$ cat src/rtl/vend_ctrl.sv
// Coin-operated vending controller: credits nickel/dime/quarter pulses, vends at PRICE,
// then pays change (greedy 25/10/5) one coin per hopper handshake. Cancel refunds credit.
module vend_ctrl #(
    parameter int unsigned PRICE    = 35,
    parameter int unsigned CREDIT_W = 8
) (
    input  logic                clk,
    input  logic                rst_n,
    input  logic                n_i,
    input  logic                d_i,
    input  logic                q_i,
    input  logic                cancel_i,
    input  logic                chg_ready_i,
    output logic                vend_o,
    output logic                chg_valid_o,
    output logic [1:0]          chg_coin_o,
    output logic [CREDIT_W-1:0] credit_o,
    output logic                busy_o,
    output logic                coin_reject_o
);

    generate
        if ((PRICE % 5) != 0 || PRICE < 5 || PRICE > (2 ** CREDIT_W) - 26) begin : g_bad_price
            $error("vend_ctrl: PRICE must be a multiple of 5 in 5..2**CREDIT_W-26");
        end
    endgenerate

    typedef enum logic [1:0] {
        S_COLLECT = 2'd0,
        S_VEND    = 2'd1,
        S_CHANGE  = 2'd2
    } state_t;

    localparam logic [CREDIT_W-1:0] PRICE_C = CREDIT_W'(PRICE);
    localparam logic [CREDIT_W-1:0] C5      = CREDIT_W'(5);
    localparam logic [CREDIT_W-1:0] C10     = CREDIT_W'(10);
    localparam logic [CREDIT_W-1:0] C25     = CREDIT_W'(25);

    state_t                state_q, state_d;
    logic [CREDIT_W-1:0]   credit_q, credit_d;
    logic                  reject_q, reject_d;

    logic                  multi_coin, one_coin, any_coin;
    logic [CREDIT_W-1:0]   coin_val;
    logic [1:0]            chg_code;
    logic [CREDIT_W-1:0]   chg_val;

    assign any_coin   = n_i | d_i | q_i;
    assign multi_coin = (n_i & d_i) | (n_i & q_i) | (d_i & q_i);
    assign one_coin   = any_coin & ~multi_coin;

    always_comb begin
        coin_val = '0;
        if (n_i)      coin_val = C5;
        else if (d_i) coin_val = C10;
        else if (q_i) coin_val = C25;
    end

    // Greedy change selection; credit is always a multiple of 5 so it lands on 0 exactly.
    always_comb begin
        if (credit_q >= C25) begin
            chg_code = 2'b11;
            chg_val  = C25;
        end else if (credit_q >= C10) begin
            chg_code = 2'b10;
            chg_val  = C10;
        end else begin
            chg_code = 2'b01;
            chg_val  = C5;
        end
    end

    always_ff @(posedge clk) begin
        if (!rst_n) begin
            state_q  <= S_COLLECT;
            credit_q <= '0;
            reject_q <= 1'b0;
        end else begin
            state_q  <= state_d;
            credit_q <= credit_d;
            reject_q <= reject_d;
        end
    end

    always_comb begin
        state_d  = state_q;
        credit_d = credit_q;
        reject_d = multi_coin | (any_coin & ((state_q != S_COLLECT) | cancel_i));
        unique case (state_q)
            S_COLLECT: begin
                // A coin arriving with cancel is bounced; an empty cancel has nothing to refund.
                if (cancel_i) begin
                    if (credit_q != '0) state_d = S_CHANGE;
                end else if (one_coin) begin
                    credit_d = credit_q + coin_val;
                    if (credit_d >= PRICE_C) state_d = S_VEND;
                end
            end
            S_VEND: begin
                credit_d = credit_q - PRICE_C;
                state_d  = (credit_d != '0) ? S_CHANGE : S_COLLECT;
            end
            S_CHANGE: begin
                if (chg_ready_i) begin
                    credit_d = credit_q - chg_val;
                    if (credit_d == '0) state_d = S_COLLECT;
                end
            end
            default: state_d = S_COLLECT;
        endcase
    end

    always_comb begin
        vend_o        = (state_q == S_VEND);
        chg_valid_o   = (state_q == S_CHANGE);
        chg_coin_o    = (state_q == S_CHANGE) ? chg_code : 2'b00;
        credit_o      = credit_q;
        busy_o        = (state_q != S_COLLECT);
        coin_reject_o = reject_q;
    end

endmodule

$ cat config.mk
export PLATFORM = sky130hd
export DESIGN_NAME = vend_ctrl
export DESIGN_NICKNAME = d
export VERILOG_FILES = /design/src/rtl/vend_ctrl.sv
export SDC_FILE = /design/constraint.sdc
export NUM_CORES = 1
export LEC_CHECK = 0
export ABC_AREA = 1
export ABC_CLOCK_PERIOD_IN_PS = 2900
export CORE_MARGIN = 2
export CORE_UTILIZATION = 51
export DETAILED_ROUTE_END_ITERATION = 8
export GPL_ROUTABILITY_DRIVEN = 0
export PLACE_DENSITY = 0.77
export SLEW_MARGIN = 15
export SYNTH_ARGS = -nofsm -noshare
export SYNTH_HDL_FRONTEND = slang
export SYNTH_SLANG_ARGS = --single-unit
$ cat constraint.sdc
create_clock -name clk -period 2.9 [get_ports clk]
set_clock_uncertainty 0.2 [all_clocks]
set_input_delay 0.58 -clock clk [delete_from_list [all_inputs] [get_ports clk]]
set_output_delay 0.58 -clock clk [all_outputs]
set_load 0.02 [all_outputs]
==> run_results.csv, run 1 <==
group,metric,value,unit
critical_path,critPathArrivalTime,2.87,ns
outcome,status,"finished, violations left",
flow_run,maxCapViolCount,0,
logic_synthesis,yosys_warnings,0,
floorplanning,start_util,53.4,%
timing,setup_viol,1,
timing,setup_slack,-0.000230,ns
drt,drt_pass1_iterations,5,
logic_synthesis,synth_seq_cells,11,
cts,hold_buffers,0,
timing,period_needed,2.90,ns
timing,rsz0062_at_grt,"true",
cells_and_area,nFillCells,257,
critical_path,rrSetupSlack,-0.0002,ns
logic_synthesis,synthCells,271,
timing,slew_viol_final,0,
cts,clkTransAtPathRegs,0.08,ns
drt,drc,0,
hold_path,hp-class,"flop to flop",
critical_path,worstRegToRegCells,18,
floorplanning,dieArea,3670,um2
grt,grt_pass1_wl,7.11,mm
grt,antenna_found_initial,0,
placement,port_buffers,20,
critical_path,path_class,"flop to flop",
critical_path,cp_max_fo,4,
drt,avgRoutedWirePerCell,13.3,um
drt,drt_iter0_markers,129,
logic_synthesis,synth.largest_area_cell,"nand2_1",
drt,vias,1918,
floorplanning,io_pins,21,
placement,dpl.cell_count,354,
cts,cts_tree,"done",
logic_synthesis,avgSynthCellArea,6.02,um2
cts,cts_buffer_depth,2,
logic_synthesis,synth_seq_area_share,13.5,%
timing,finalHoldViolCount,0,
logic_synthesis,synth.top_cell.area_share,16.1,%
cells_and_area,stdcell_count,364,
timing,fin_crit_sh,100,%
critical_path,worstReg2RegEnd,"state_q[1]$_SDFFE_PN0P_",
timing,tightest_slew,0.362,ns
grt,grt_max_degree,17,
cts,cts_buffers,3,
cells_and_area,area_growth,38.4,%
drt,avgViaCountPerCell,5.27,
placement,pre_cts_ws,-0.161,ns
logic_synthesis,synth_ff_type,"dfxtp_1",
floorplanning,rows,20,
logic_synthesis,syn-num-nets,299,
logic_synthesis,synth_edf_count,0,
floorplanning,die_height,60.5,um
cts,cts_max_level,1,
grt,grt_use_total,25.8,%
critical_path,rr_startpoint,"credit_o[1]$_SDFFE_PN0P_",
drt,antenna_left,0,
floorplanning,fp.dieW,60.5,um
placement,dp.final_hpwl,3.51,mm
drt,routed_wirelength,4.84,mm
logic_synthesis,synth_cell_types,30,
floorplanning,coreArea,3050,um2
hold_path,hold_end,"state_q[1]$_SDFFE_PN0P_",
critical_path,crit_path_end_kind,"flop",
cts,cts_num_sinks,11,
logic_synthesis,synth_area,1630,um2
outcome,violations,"setup timing",
critical_path,start_kind,"flop",
timing,fmax,345,MHz
cts,insertion_delay,0.27,ns
logic_synthesis,async_flop_share,0,%
hold_path,hp-start,"state_q[1]$_SDFFE_PN0P_",
logic_synthesis,synth_area_leaders,"nand2_1 16%, ha_1 15%, dfxtp_1 14%",
timing,slew_headroom,75.8,%
cts,cts-root-buf,"clkbuf_4",
cells_and_area,drive_above_1_share,24.1,%
critical_path,required,2.87,ns
cells_and_area,layout.nets,349,
cells_and_area,n_antenna_cell,0,
grt,grt_remaining_overflow,0,
hold_path,whs_path_depth,2,
grt,first_global_vias,1649,
[layout make-up]
cell class / count / area, um2 / area share [%]
flip-flops and latches: 11 / 229 / 10.1
repair buffers: 51 / 432 / 19.1
inverters: 37 / 144 / 6.38
well taps: 44 / 55.1 / 2.44
multi-input cells: 217 / 1370 / 60.7
clock buffers: 4 / 26.3 / 1.16
[cells by family after synthesis]
logic type	count (synthesis)	share of synthesized area [%]
simple gates	141	38.0
xor+xnor	3	1.61
fa+ha+maj	21	17.0
buf+inv	43	11.1
compound gates	52	18.7
flops	11	13.5
[cells in the final DEF, fill, tap and decap left out, types with 5 or more instances in the layout]
master           count
a21oi_1             18
a31oi_1              7
buf_4               31
clkdlybuf4s50_1     19
dfxtp_1              8
ha_1                13
ha_4                 5
inv_1               30
inv_2                5
nand2_1             64
nand2_2              8
nand3_1             22
nand3_2              6
nand3b_1             5
nor2_1              23
nor2_2               5
o21ai_0             15
[state kept, by name, indices dropped and copies added, names as in the netlist]
signal / flops
coin_reject_o: 1
credit_o: 8
state_q: 2
[how the worst max path moves through the flow]
stage | cells past startpoint | from | end
after global placement | 13 | d_i | state_q[1]$_SDFFE_PN0P_
final | 18 | credit_o[1]$_SDFFE_PN0P_ | state_q[1]$_SDFFE_PN0P_
after detailed placement | 13 | d_i | state_q[1]$_SDFFE_PN0P_
after CTS | 18 | credit_o[1]$_SDFFE_PN0P_ | state_q[1]$_SDFFE_PN0P_
after global routing | 20 | credit_o[0]$_SDFFE_PN0P_ | state_q[0]$_SDFFE_PN0P_
after floorplan | 18 | credit_o[0]$_SDFFE_PN0P_ | state_q[1]$_SDFFE_PN0P_
[cells in the mapped netlist, types with 2 or more instances]
| cell type | count |
|---|---|
| inv_1 | 35 |
| nand4_1 | 2 |
| a31oi_1 | 8 |
| o21ai_1 | 2 |
| nand3b_1 | 5 |
| o21ai_0 | 16 |
| buf_4 | 3 |
| nand2_2 | 3 |
| nor3_1 | 2 |
| a21oi_4 | 2 |
| o22ai_1 | 2 |
| fa_1 | 2 |
| inv_2 | 2 |
| a21oi_1 | 19 |
| nand2_1 | 70 |
| nor2_1 | 25 |
| dfxtp_1 | 11 |
| xor2_1 | 3 |
| ha_1 | 19 |
| nor2_2 | 3 |
| nand3_1 | 28 |
[through the flow]
step	area (um2)	util, %	hold slack, ns	setup TNS [ns]
after detailed placement	2050	67.2	0.314	-0.256
final	2260	73.9	0.336	-0.000230
after global routing	2260	73.9	0.348	-0.217
after floorplan	1650	-	0.277	0
after CTS	2160	70.7	0.332	-0.0467
after global placement	2050	67.2	0.310	-0.101
[per-layer routing]
| metal | global-route usage (%) | wire [um] |
|---|---|---|
| met1 | 31.7 | 2080 |
| met2 | 47.0 | 2490 |
| met3 | 2.56 | 219 |
| met4 | 9.01 | 44 |
| met5 | 0 | 0 |
[repair_timing]
item,in CTS,in global routing
endpoints found under the hold margin,0,0
setup endpoints to repair,3,4
resized for setup,15,20
buffers inserted,5,1
pin swaps,14,14
[critical path, stage by stage (launching register included)]
cell	delay (ns)
dfxtp_4	0.39
inv_4	0.05
ha_2	0.15
nand3b_1	0.19
a31oi_4	0.20
nand2_4	0.09
ha_4	0.16
inv_2	0.05
fa_2	0.43
inv_2	0.08
nand3_2	0.07
nor2_2	0.13
nand3_2	0.07
nor2_2	0.09
nand2_2	0.09
a21oi_4	0.18
nand3_2	0.07
nand2_1	0.06
nor2_1	0.04
Power of run 1 is left out: the tool's default activity adds up to more than one toggle a clock period on the data nets, which glitch-free logic cannot reach.
==> run 2: changes to the inputs <==
ABC_CLOCK_PERIOD_IN_PS = unset   (was 2900)
CORE_MARGIN = unset   (was 2)
==> run 2 against run 1 <==
Flip-flop and latch count unchanged. The run now ends clean. Cell count fell by 0.55%. Hold slack worse by 0.014 ns. Count of clock-buffer cells in the layout is the same. Critical path depth is the same. Via count decreased by 1.6%. Non-clock buffer count down 2. Routed wire length fell by 8.3%. Highest routed layer unchanged. Sequential share of layout area rose by 0.18 points. Final area down 1.7%.
==> run_results.csv, run 2 (synthesis results as in run 1) <==
group,metric,value,unit
grt,first_global_vias,1759,
timing,rsz0062_at_grt,"true",
critical_path,cp_max_fo,4,
hold_path,hold_end,"state_q[0]$_SDFFE_PN0P_",
drt,routed_wirelength,4.44,mm
cts,cts-root-buf,"clkbuf_4",
cells_and_area,layout.nets,347,
drt,avgViaCountPerCell,5.22,
critical_path,rr_startpoint,"credit_o[1]$_SDFFE_PN0P_",
placement,dpl.cell_count,353,
cts,cts_buffer_depth,2,
cts,cts_buffers,3,
cells_and_area,largest_register_ffs,8,
critical_path,start_kind,"flop",
hold_path,hp-start,"state_q[0]$_SDFFE_PN0P_",
critical_path,crit_path_end_kind,"flop",
placement,dp.final_hpwl,3.50,mm
timing,fin_crit_sh,99.1,%
cts,cts_num_sinks,11,
floorplanning,rows,20,
timing,timing.setup.tns,0,ns
critical_path,path_class,"flop to flop",
outcome,status,"complete, no violations",
critical_path,cp_common_cell,"nor2_1",
grt,grt_max_degree,17,
cells_and_area,nFillCells,293,
hold_path,whs_path_depth,2,
timing,slew_viol_final,0,
cts,clkTransAtPathRegs,0.07,ns
cells_and_area,final_common_cell,"nand2_1",
placement,port_buffers,20,
cts,hold_buffers,0,
critical_path,path_cells,"inv_4 > ha_4 > nand3b_1 > a31oi_4 > nand2_4 > ha_4 > inv_2 > fa_2 > inv_2 > nand3_2 > nor2_1 > nand3_1 > nor2_1 > nand2_2 > a21oi_4 > nand3_2 > nand2_1 > nor2_1",
cells_and_area,stdcell_count,362,
timing,finalHoldViolCount,0,
timing,tightest_slew,0.355,ns
timing,fmax,348,MHz
drt,drt_iter0_markers,67,
cells_and_area,area_growth,36.0,%
critical_path,cp.buffers_inverters,3,
critical_path,worstRegToRegCells,18,
cells_and_area,layout_common_cells,"67 x nand2_1, 30 x inv_1, 29 x buf_4",
critical_path,worstReg2RegEnd,"state_q[1]$_SDFFE_PN0P_",
cts,cts_tree,"done",
cts,cts_max_level,1,
cells_and_area,drive_above_1_share,22.0,%
drt,antenna_left,0,
floorplanning,start_util,53.4,%
timing,hold_ws,0.322,ns
timing,period_needed,2.87,ns
floorplanning,fp.dieW,58.5,um
grt,grt_remaining_overflow,0,
grt,antenna_found_initial,0,
flow_run,maxCapViolCount,0,
cts,insertion_delay,0.27,ns
cells_and_area,utilization,72.6,%
hold_path,hp-class,"flop to flop",
timing,setup_viol,0,
cells_and_area,n_antenna_cell,0,
drt,drt_pass1_iterations,4,
floorplanning,die_height,58.5,um
critical_path,rrSetupSlack,0.03,ns
critical_path,required,2.87,ns
floorplanning,coreArea,3050,um2
critical_path,slowest_delay,0.42,ns
floorplanning,dieArea,3430,um2
drt,avgRoutedWirePerCell,12.3,um
critical_path,critPathArrivalTime,2.84,ns
drt,drc,0,
floorplanning,io_pins,21,
timing,slew_headroom,76.3,%
grt,grt_use_total,28.4,%
critical_path,cp_slowest_cell,"fa_2",
drt,vias,1888,
grt,grt_pass1_wl,7.56,mm
critical_path,crit_family,"simple AND/OR/NAND/NOR gates",
## run 2: cell types whose count changed in the layout (fill, tap and decap cells not counted), sizes merged
| cell | before | now |
|---|---|---|
| buf | 31 | 29 |
## run 2: stage by stage
step	instance area, um2	setup slack [ns]
floorplan	1650	0.00712
global placement	2040	-0.0903
detailed placement	2040	-0.101
CTS	2140	-0.0463
global route	2220	-0.169
finish	2220	0.0254
## run 2: cell type report
class | count | area [um2] | area share, %
Multi-Input combinational cell | 217 | 1350 | 60.7
Timing Repair Buffer | 49 | 417 | 18.8
Sequential cell | 11 | 229 | 10.3
Inverter | 37 | 144 | 6.49
Tap cell | 44 | 55.1 | 2.48
Clock buffer | 4 | 26.3 | 1.19
## run 2: timing repair
item,4_1_cts,5_1_grt
setup endpoints to repair,3,5
gates resized for setup,15,15
hold endpoints to repair,0,0
pin swaps,14,16
setup buffers,4,1
## run 2: worst max path at each step
stage                                    to  slack (ns)                      from  depth (start not counted)
global placement    state_q[1]$_SDFFE_PN0P_       -0.09                       d_i                         13
floorplan           state_q[1]$_SDFFE_PN0P_       0.007  credit_o[0]$_SDFFE_PN0P_                         18
global route        state_q[1]$_SDFFE_PN0P_       -0.17  credit_o[1]$_SDFFE_PN0P_                         18
detailed placement  state_q[1]$_SDFFE_PN0P_       -0.10                       d_i                         14
CTS                 state_q[1]$_SDFFE_PN0P_       -0.05  credit_o[1]$_SDFFE_PN0P_                         18
finish              state_q[1]$_SDFFE_PN0P_        0.03  credit_o[1]$_SDFFE_PN0P_                         18
## run 2: worst reg2reg max path, stage by stage (launching register included)
cell and delay [ns]:
dfxtp_4 0.38, inv_4 0.05, ha_4 0.14, nand3b_1 0.20
a31oi_4 0.20, nand2_4 0.08, ha_4 0.15, inv_2 0.04
fa_2 0.42, inv_2 0.08, nand3_2 0.07, nor2_1 0.12
nand3_1 0.08, nor2_1 0.12, nand2_2 0.10, a21oi_4 0.17
nand3_2 0.07, nand2_1 0.06, nor2_1 0.04
## run 2: routing by layer
| layer | track usage (%) | up-vias | part of all wire [%] |
|---|---|---|---|
| met2 | 50.2 | 51 | 49 |
| li1 | - | 987 | - |
| met3 | 2.64 | 12 | 3.7 |
| met1 | 35.3 | 838 | 45 |
| met4 | 11.2 | 0 | 2.1 |
| met5 | 0 | - | 0 |
Power of run 2 is left out for the same reason.
==> run 3: changes to the inputs <==
ABC_AREA = unset   (was 1)
CORE_UTILIZATION = 50   (was 51)
==> run 3 against run 2 <==
The flow now finishes with violations (DRC, setup timing). Routed wire length grew 11%. Cell count shrank 18%. Critical path depth shrank 7. Utilization grew 11 points. Non-clock buffer count grew 19. First-iteration DRC count grew 82%. Register-to-register slack lost 0.48 ns. Count of clock-buffer cells in the layout is the same. Fmax shrank 14%. Global-route usage grew 2.5 points. Hold slack lost 0.029 ns. Critical path type unchanged.
==> run_results.csv, run 3 <==
group,metric,value,unit
drt,avgViaCountPerCell,6.06,
logic_synthesis,synth_compound_area_share,27.3,%
cts,cts_buffers,3,
critical_path,path_class,"flop to flop",
critical_path,crit_family,"simple AND/OR/NAND/NOR gates",
floorplanning,rows,19,
logic_synthesis,synth_xor_area_share,8.42,%
cells_and_area,nFillCells,184,
logic_synthesis,synth_seq_cells,11,
logic_synthesis,synth_top_family_by_area,"compound AO/OA/AOI/OAI gates",
floorplanning,dieArea,3350,um2
logic_synthesis,yosys.area_share.simple,21.4,%
hold_path,hp-class,"flop to flop",
timing,timing.setup.tns,-1.29,ns
drt,antenna_left,0,
cells_and_area,layout.nets,294,
logic_synthesis,synth_area_leaders,"ha_1 15%, dfxtp_1 14%, nor2_1 5.1%",
timing,period_needed,3.35,ns
critical_path,rr_startpoint,"credit_o[6]$_SDFFE_PN0P_",
pwr,power.leakage,1.05,nW
critical_path,path_cells,"or3_4 > a31oi_4 > nand2_2 > ha_4 > inv_2 > fa_2 > or4_4 > a211oi_2 > a41oi_2 > a211oi_2 > o221a_1",
outcome,status,"finished, violations left",
logic_synthesis,avgSynthCellArea,7.69,um2
grt,grt_remaining_overflow,0,
cells_and_area,final_common_cell,"buf_4",
grt,antenna_found_initial,0,
floorplanning,fp.dieW,57.9,um
grt,grt_use_total,30.8,%
hold_path,hold_end,"state_q[1]$_SDFFE_PN0P_",
critical_path,worstReg2RegEnd,"state_q[0]$_SDFFE_PN0P_",
logic_synthesis,yosysMostFrequentCell,"nor2_1",
critical_path,rrSetupSlack,-0.45,ns
cells_and_area,n_antenna_cell,0,
cells_and_area,largest_register_ffs,8,
logic_synthesis,muxShareOfSynthArea,4.49,%
critical_path,worstRegToRegCells,11,
logic_synthesis,synth_seq_area_share,14.1,%
timing,finalHoldViolCount,0,
cts,insertion_delay,0.28,ns
drt,vias,1793,
cells_and_area,drive_above_1_share,35.5,%
critical_path,cp_max_fo,3,
timing,fin_crit_sh,116,%
timing,fmax,298,MHz
cts,cts_max_level,1,
cells_and_area,area_growth,52.1,%
logic_synthesis,synth_ff_type,"dfxtp_1",
logic_synthesis,synth_edf_count,0,
cts,clkTransAtPathRegs,0.07,ns
floorplanning,coreArea,2850,um2
logic_synthesis,syn-num-nets,231,
critical_path,cp_common_cell,"a211oi_2",
grt,first_global_vias,1763,
cts,cts_buffer_depth,2,
timing,tightest_slew,0.577,ns
pwr,p_per_area,1370,nW/um2
floorplanning,die_height,57.9,um
timing,rsz0062_at_grt,"true",
hold_path,whs_path_depth,2,
critical_path,critPathArrivalTime,3.38,ns
placement,port_buffers,20,
logic_synthesis,synthCells,203,
grt,grt_max_degree,19,
timing,slew_headroom,61.5,%
cts,cts-root-buf,"clkbuf_4",
logic_synthesis,yosys_warnings,0,
grt,grt_pass1_wl,7.92,mm
logic_synthesis,synth_cell_types,49,
pwr,ir_worst_vdd,1.24,mV
critical_path,cp_slowest_cell,"or4_4",
drt,drt_iter0_markers,122,
floorplanning,start_util,54.7,%
drt,drc,2,
flow_run,maxCapViolCount,0,
cells_and_area,utilization,83.2,%
cts,cts_tree,"done",
logic_synthesis,synth_common_cells,"21 x nor2_1, 19 x ha_1, 13 x inv_1, 12 x a21oi_1, 12 x o21ai_0",
drt,drt_pass1_iterations,6,
critical_path,cp.buffers_inverters,1,
cells_and_area,layout_common_cells,"47 x buf_4, 19 x nor2_1, 15 x clkdlybuf4s50_1",
logic_synthesis,async_flop_share,0,%
drt,avgRoutedWirePerCell,16.7,um
placement,placed_cell_area,2160,um2
logic_synthesis,synth_area,1560,um2
critical_path,slowest_delay,0.52,ns
critical_path,start_kind,"flop",
timing,slew_viol_final,0,
cells_and_area,final_area,2370,um2
outcome,violations,"DRC, setup timing",
logic_synthesis,synth_adder_area_share,18.4,%
logic_synthesis,synth.top_cell.area_share,15.2,%
timing,setup_slack,-0.455,ns
logic_synthesis,synth.largest_area_cell,"ha_1",
critical_path,required,2.92,ns
cts,cts_num_sinks,11,
floorplanning,io_pins,21,
drt,routed_wirelength,4.94,mm
hold_path,hp-start,"state_q[1]$_SDFFE_PN0P_",
placement,dp.final_hpwl,3.68,mm
critical_path,crit_path_end_kind,"flop",
timing,setup_viol,5,
## run 3: changes by cell type after synthesis, sizes merged, moves of 5 or more
| cell | previous run | this run |
|---|---|---|
| inv | 37 | 13 |
| a21oi | 22 | 12 |
| nand2 | 73 | 11 |
| nand3 | 28 | 5 |
| o21ai | 18 | 12 |
| clkbuf | 1 | 7 |
| nand2b | 0 | 6 |
| xor2 | 3 | 8 |
| mux2i | 0 | 7 |
| nor2b | 0 | 7 |
| xnor2 | 0 | 7 |
| nor2 | 28 | 21 |
## run 3: stage by stage
step	power (mW)	hold WS [ns]	setup WS, ns	std cells
after detailed placement	2.65	0.286	-0.484	289
final	3.26	0.293	-0.455	296
after global routing	3.47	0.329	-0.560	296
after global placement	2.58	0.265	-0.370	289
after floorplan	1.73	0.251	-0.416	203
after CTS	3.03	0.300	-0.438	296
## run 3: final cells by class
type | instances | area [um2] | share of cell area, %
Multi-Input combinational cell | 169 | 1460 | 61.5
Timing Repair Buffer | 68 | 566 | 23.8
Sequential cell | 11 | 231 | 9.75
Inverter | 13 | 51.3 | 2.16
Tap cell | 31 | 38.8 | 1.63
Clock buffer | 4 | 26.3 | 1.11
## run 3: cells by family (layout without fill, tap and decap cells)
family,count (synthesis),in the layout
DFF,11,11
buffers and inverters,23,85
and+or+nand+nor,65,65
muxes,7,7
adders and majority gates,22,22
AOI/OAI and AO/OA,60,60
xor gates and xnor gates,15,15
## run 3: tightest hold or removal path, cell delays in order (launching register included)
cell,delay (ns)
dfxtp_1,0.33
nand2_1,0.06
mux2i_1,0.06
## run 3: worst max path at each step
stage                              from                 endpoint  slack (ns)  cells after the start
3_3_place_gp                        n_i  state_q[0]$_SDFFE_PN0P_       -0.37                     10
5_1_grt        credit_o[6]$_SDFFE_PN0P_  state_q[0]$_SDFFE_PN0P_       -0.56                     11
4_1_cts        credit_o[6]$_SDFFE_PN0P_  state_q[1]$_SDFFE_PN0P_       -0.44                     11
2_1_floorplan  credit_o[6]$_SDFFE_PN0P_  state_q[1]$_SDFFE_PN0P_       -0.42                     12
6_report       credit_o[6]$_SDFFE_PN0P_  state_q[0]$_SDFFE_PN0P_       -0.45                     11
3_5_place_dp                        d_i  state_q[1]$_SDFFE_PN0P_       -0.48                     11
## run 3: where the power goes
group	switching, mW	internal [mW]	total, mW	leakage [nW]
combinational	1.45	1.45	2.90	0.940
clock	0.0581	0.0534	0.112	0.0150
sequential	0.0446	0.206	0.250	0.0928
total	1.56	1.70	3.26	1.05
## run 3: metal layers
layer,up-vias,track usage [%],share of wire (%)
met1,844,37.3,42
met4,0,10.2,1.7
met5,-,0,0
met3,14,5.13,6.1
li1,863,-,-
met2,72,55.2,50
## run 3: timing repair
action,4_1_cts,5_1_grt
setup buffers,3,0
pin swaps,11,7
endpoints found under the setup margin,7,7
gates resized for setup,23,13
hold buffers,0,0
cloned,0,0
(Power assumes the default switching activity.)
==> edit 1: new RTL, flow settings as in run 2 <==
The 3 states of `state_t` get a one-hot encoding in 3 bits.
--- a/src/rtl/vend_ctrl.sv
+++ b/src/rtl/vend_ctrl.sv
@@ -25,10 +25,10 @@
         end
     endgenerate
 
-    typedef enum logic [1:0] {
-        S_COLLECT = 2'd0,
-        S_VEND    = 2'd1,
-        S_CHANGE  = 2'd2
+    typedef enum logic [2:0] {
+        S_COLLECT = 3'b001,
+        S_VEND    = 3'b010,
+        S_CHANGE  = 3'b100
     } state_t;
 
     localparam logic [CREDIT_W-1:0] PRICE_C = CREDIT_W'(PRICE);
Function: no difference found for any inputs over 10 cycles, from zero or initial values and one cycle with rst_n low; not proved beyond that.
==> edit 1 against run 2 <==
Sequential cell count grew 1; maximum frequency shrank 2.5%; synthesized area grew 3.0%; wire length grew 13%; highest routed layer unchanged; worst setup slack lost 0.072 ns; sequential share of layout area is essentially flat; final area grew 8.8%; the run now ends with setup timing left; global-route usage grew 1.6 points.
Power is not shown: default switching activity piles up to over one toggle a cycle in this logic, so the estimate is an artifact.
==> edit 1: results (changes against run 2) <==
run status: finished with violations
failing checks: setup timing
hold path start: state_q[0]$_SDFFE_PN1P_
vias in the first global route: 1816 (+3.2%)
relative slew slack: 69.9% (-6.3 points)
dpl cells: 379 (+7.4%)
post-detail-place hpwl: 3.84 mm (+9.9%)
critical path peak fanout: 3 (-1)
FILL cells: 246 (-16%)
syn avg cell area: 5.89 µm² (-2.1%)
Initial DRC Count: 140 (+110%)
routed vias/inst: 5.25 (+0.70%)
global-route wire length before repair: 7.96 mm (+5.3%)
largest net degree at the start of global routing: 16 (-1)
overall routed net length: 5.01 mm (+13%)
Synth cell types: 37 (+23%)
fin util: 78.4% (+5.8 points)
Fin Setup TNS: -0.0469 ns (-0.0469 ns)
Worst Setup EP: state_q[2]$_SDFFE_PN0P_
final setup fails: 1 (+1)
Worst Hold Endpoint: state_q[0]$_SDFFE_PN1P_
gr usage total: 29.9% (+1.6 points)
synth top area cells: nand2_1 (19%), dfxtp_1 (14%), ha_1 (11%), inv_1 (9.2%), nand3_1 (8.3%)
placed cell areas: 2190 µm² (+7.0%)
CTS clk-pin slew, worst paths: 0.09 ns (+0.02 ns)
Place WS: -0.386 ns (-0.285 ns)
max reg flops: 8 (unchanged)
Non-Filler Instances: 389 (+7.5%)
Reg2Reg Depth: 19 (+1)
worst setup margin: -0.0469 ns (-0.0723 ns)
Seq/Total Area, Yosys: 14.3% (+0.80 points)
Min Hold Slack: 0.366 ns (+0.0435 ns)
most common library cells after synthesis: nand2_1 (85), inv_1 (41), nor2_1 (29)
-- edit 1: cell types whose count changed after synthesis, moves of 4 or more --
| cell | delta |
|---|---|
| o21ai_0 | -7 |
| nor2_1 | +4 |
| nand2_1 | +15 |
| ha_1 | -4 |
| inv_1 | +6 |
| a31oi_1 | -6 |
-- edit 1: layer usage --
layer | track usage [%] | wire length [µm]
met1 | 38.8 | 2210
met2 | 52.5 | 2420
met3 | 2.62 | 282
met4 | 8.50 | 97
met5 | 0 | 0
-- edit 1: kinds of logic after synthesis --
family | count (synthesis) | synth area share [%]
AOI/OAI and AO/OA | 42 | 15.9
xor gates and xnor gates | 3 | 1.57
adders and majority gates | 17 | 13.6
buffers and inverters | 51 | 12.5
DFF | 12 | 14.3
and+or+nand+nor | 160 | 42.2
-- edit 1: final cells by class --
class                      instances  share of cell area, %
clock buffer                       4                   1.50
inverter                          47                   7.83
multi-input combinational        222                   57.3
sequential                        12                   10.4
tap                               44                   2.28
timing repair buffer              60                   20.7
-- edit 1: worst register-to-register path: stages (launching register included) --
cell      delay, ns
dfxtp_4        0.39
inv_4          0.04
ha_2           0.15
nand3b_1       0.21
a31oi_4        0.21
nand2_4        0.08
ha_4           0.16
inv_4          0.05
fa_2           0.43
inv_2          0.08
nand3_2        0.05
nor2_1         0.08
nand3_1        0.08
nor2_1         0.09
nand2_1        0.09
buf_4          0.14
a21oi_1        0.11
nand3_1        0.08
nand2_1        0.07
nor2_1         0.05
-- edit 1: repair_timing --
item / in CTS / in global routing
buffers inserted: 4 / 3
hold buffers: 0 / 0
pin swaps: 11 / 19
setup endpoints to repair: 4 / 7
resized for setup: 10 / 35
cloned: 0 / 0
==> edit 2: new RTL, settings of run 2 <==
Made on the original files. Change the parameter `CREDIT_W` from 8 to 9.
--- a/src/rtl/vend_ctrl.sv
+++ b/src/rtl/vend_ctrl.sv
@@ -2,7 +2,7 @@
 // then pays change (greedy 25/10/5) one coin per hopper handshake. Cancel refunds credit.
 module vend_ctrl #(
     parameter int unsigned PRICE    = 35,
-    parameter int unsigned CREDIT_W = 8
+    parameter int unsigned CREDIT_W = 9
 ) (
     input  logic                clk,
     input  logic                rst_n,
Interface: changed (resized credit_o); port bits go from 21 to 22. No check against the original RTL was run, so the function may have changed too.
==> edit 2 against run 2 <==
Sequential share of layout area is 0.43 points lower; final area is 15% higher; synthesized cell count is 20% higher; sequential cell count is 1 higher; synthesized area is 14% higher; wire length is 23% higher; worst setup slack better by 0.0098 ns; largest cell class unchanged.
Power is not shown: default switching activity piles up to over one toggle a cycle in this logic, so the estimate is an artifact.
==> edit 2: results (changes against run 2) <==
routed metal-1 wire length: 2.44 mm (+22%)
met2 WL: 2.56 mm (+17%)
Reg2Reg Depth: 17 (-1)
Vias: 2308 (+22%)
Layout Nets: 417 (+20%)
Synth cell types: 33 (+10%)
global-route wire length before repair: 9.47 mm (+25%)
post-synthesis compound-gate area fraction: 15.3% (-3.4 points)
post-detail-place hpwl: 4.47 mm (+28%)
clk_lat worst skew: 0.29 ns (+0.02 ns)
Initial DRC Count: 96 (+43%)
syn_nets: 353 (+18%)
number of sequential cells: 12 (+1)
largest net degree at the start of global routing: 15 (-2)
placed cell areas: 2410 µm² (+18%)
post-cts sizing count: 5 (-10)
relative slew slack: 73.1% (-3.2 points)
CTS clk-pin slew, worst paths: 0.10 ns (+0.03 ns)
sequential share of cell area: 9.90% (-0.43 points)
dpl cells: 428 (+21%)
Post-Synth Adder-Cell Area: 14.3% (-2.7 points)
GR Util met3: 3.49% (+0.86 points)
IO Port Bufs: 21 (+5.0%)
R2R Path Start: credit_o[6]$_SDFFE_PN0P_
Layout clock area frac: 1.43% (+0.24 points)
Non-Clock Buffer Area Fraction: 21.1% (+2.3 points)
run status: complete, no violations
Seq/Total Area, Yosys: 13.0% (-0.55 points)
==> edit 2: cell count changes after synthesis, sizes merged, moves of 3 or more <==
| cell | before | now |
|---|---|---|
| nand2 | 73 | 98 |
| nand3 | 28 | 40 |
| inv | 37 | 48 |
| nor2 | 28 | 35 |
| nor3 | 2 | 7 |
| a31oi | 8 | 5 |
| nand3b | 5 | 2 |
==> edit 2: worst min-delay path by stage <==
stage	slack [ns]	cells after the start	endpoint	from
finish	0.31	2	state_q[0]$_SDFFE_PN0P_	state_q[0]$_SDFFE_PN0P_
global route	0.35	2	state_q[0]$_SDFFE_PN0P_	state_q[0]$_SDFFE_PN0P_
CTS	0.31	2	state_q[0]$_SDFFE_PN0P_	state_q[0]$_SDFFE_PN0P_
detailed placement	0.31	2	state_q[1]$_SDFFE_PN0P_	state_q[1]$_SDFFE_PN0P_
global placement	0.30	2	state_q[0]$_SDFFE_PN0P_	state_q[0]$_SDFFE_PN0P_
floorplan	0.28	2	state_q[1]$_SDFFE_PN0P_	state_q[1]$_SDFFE_PN0P_
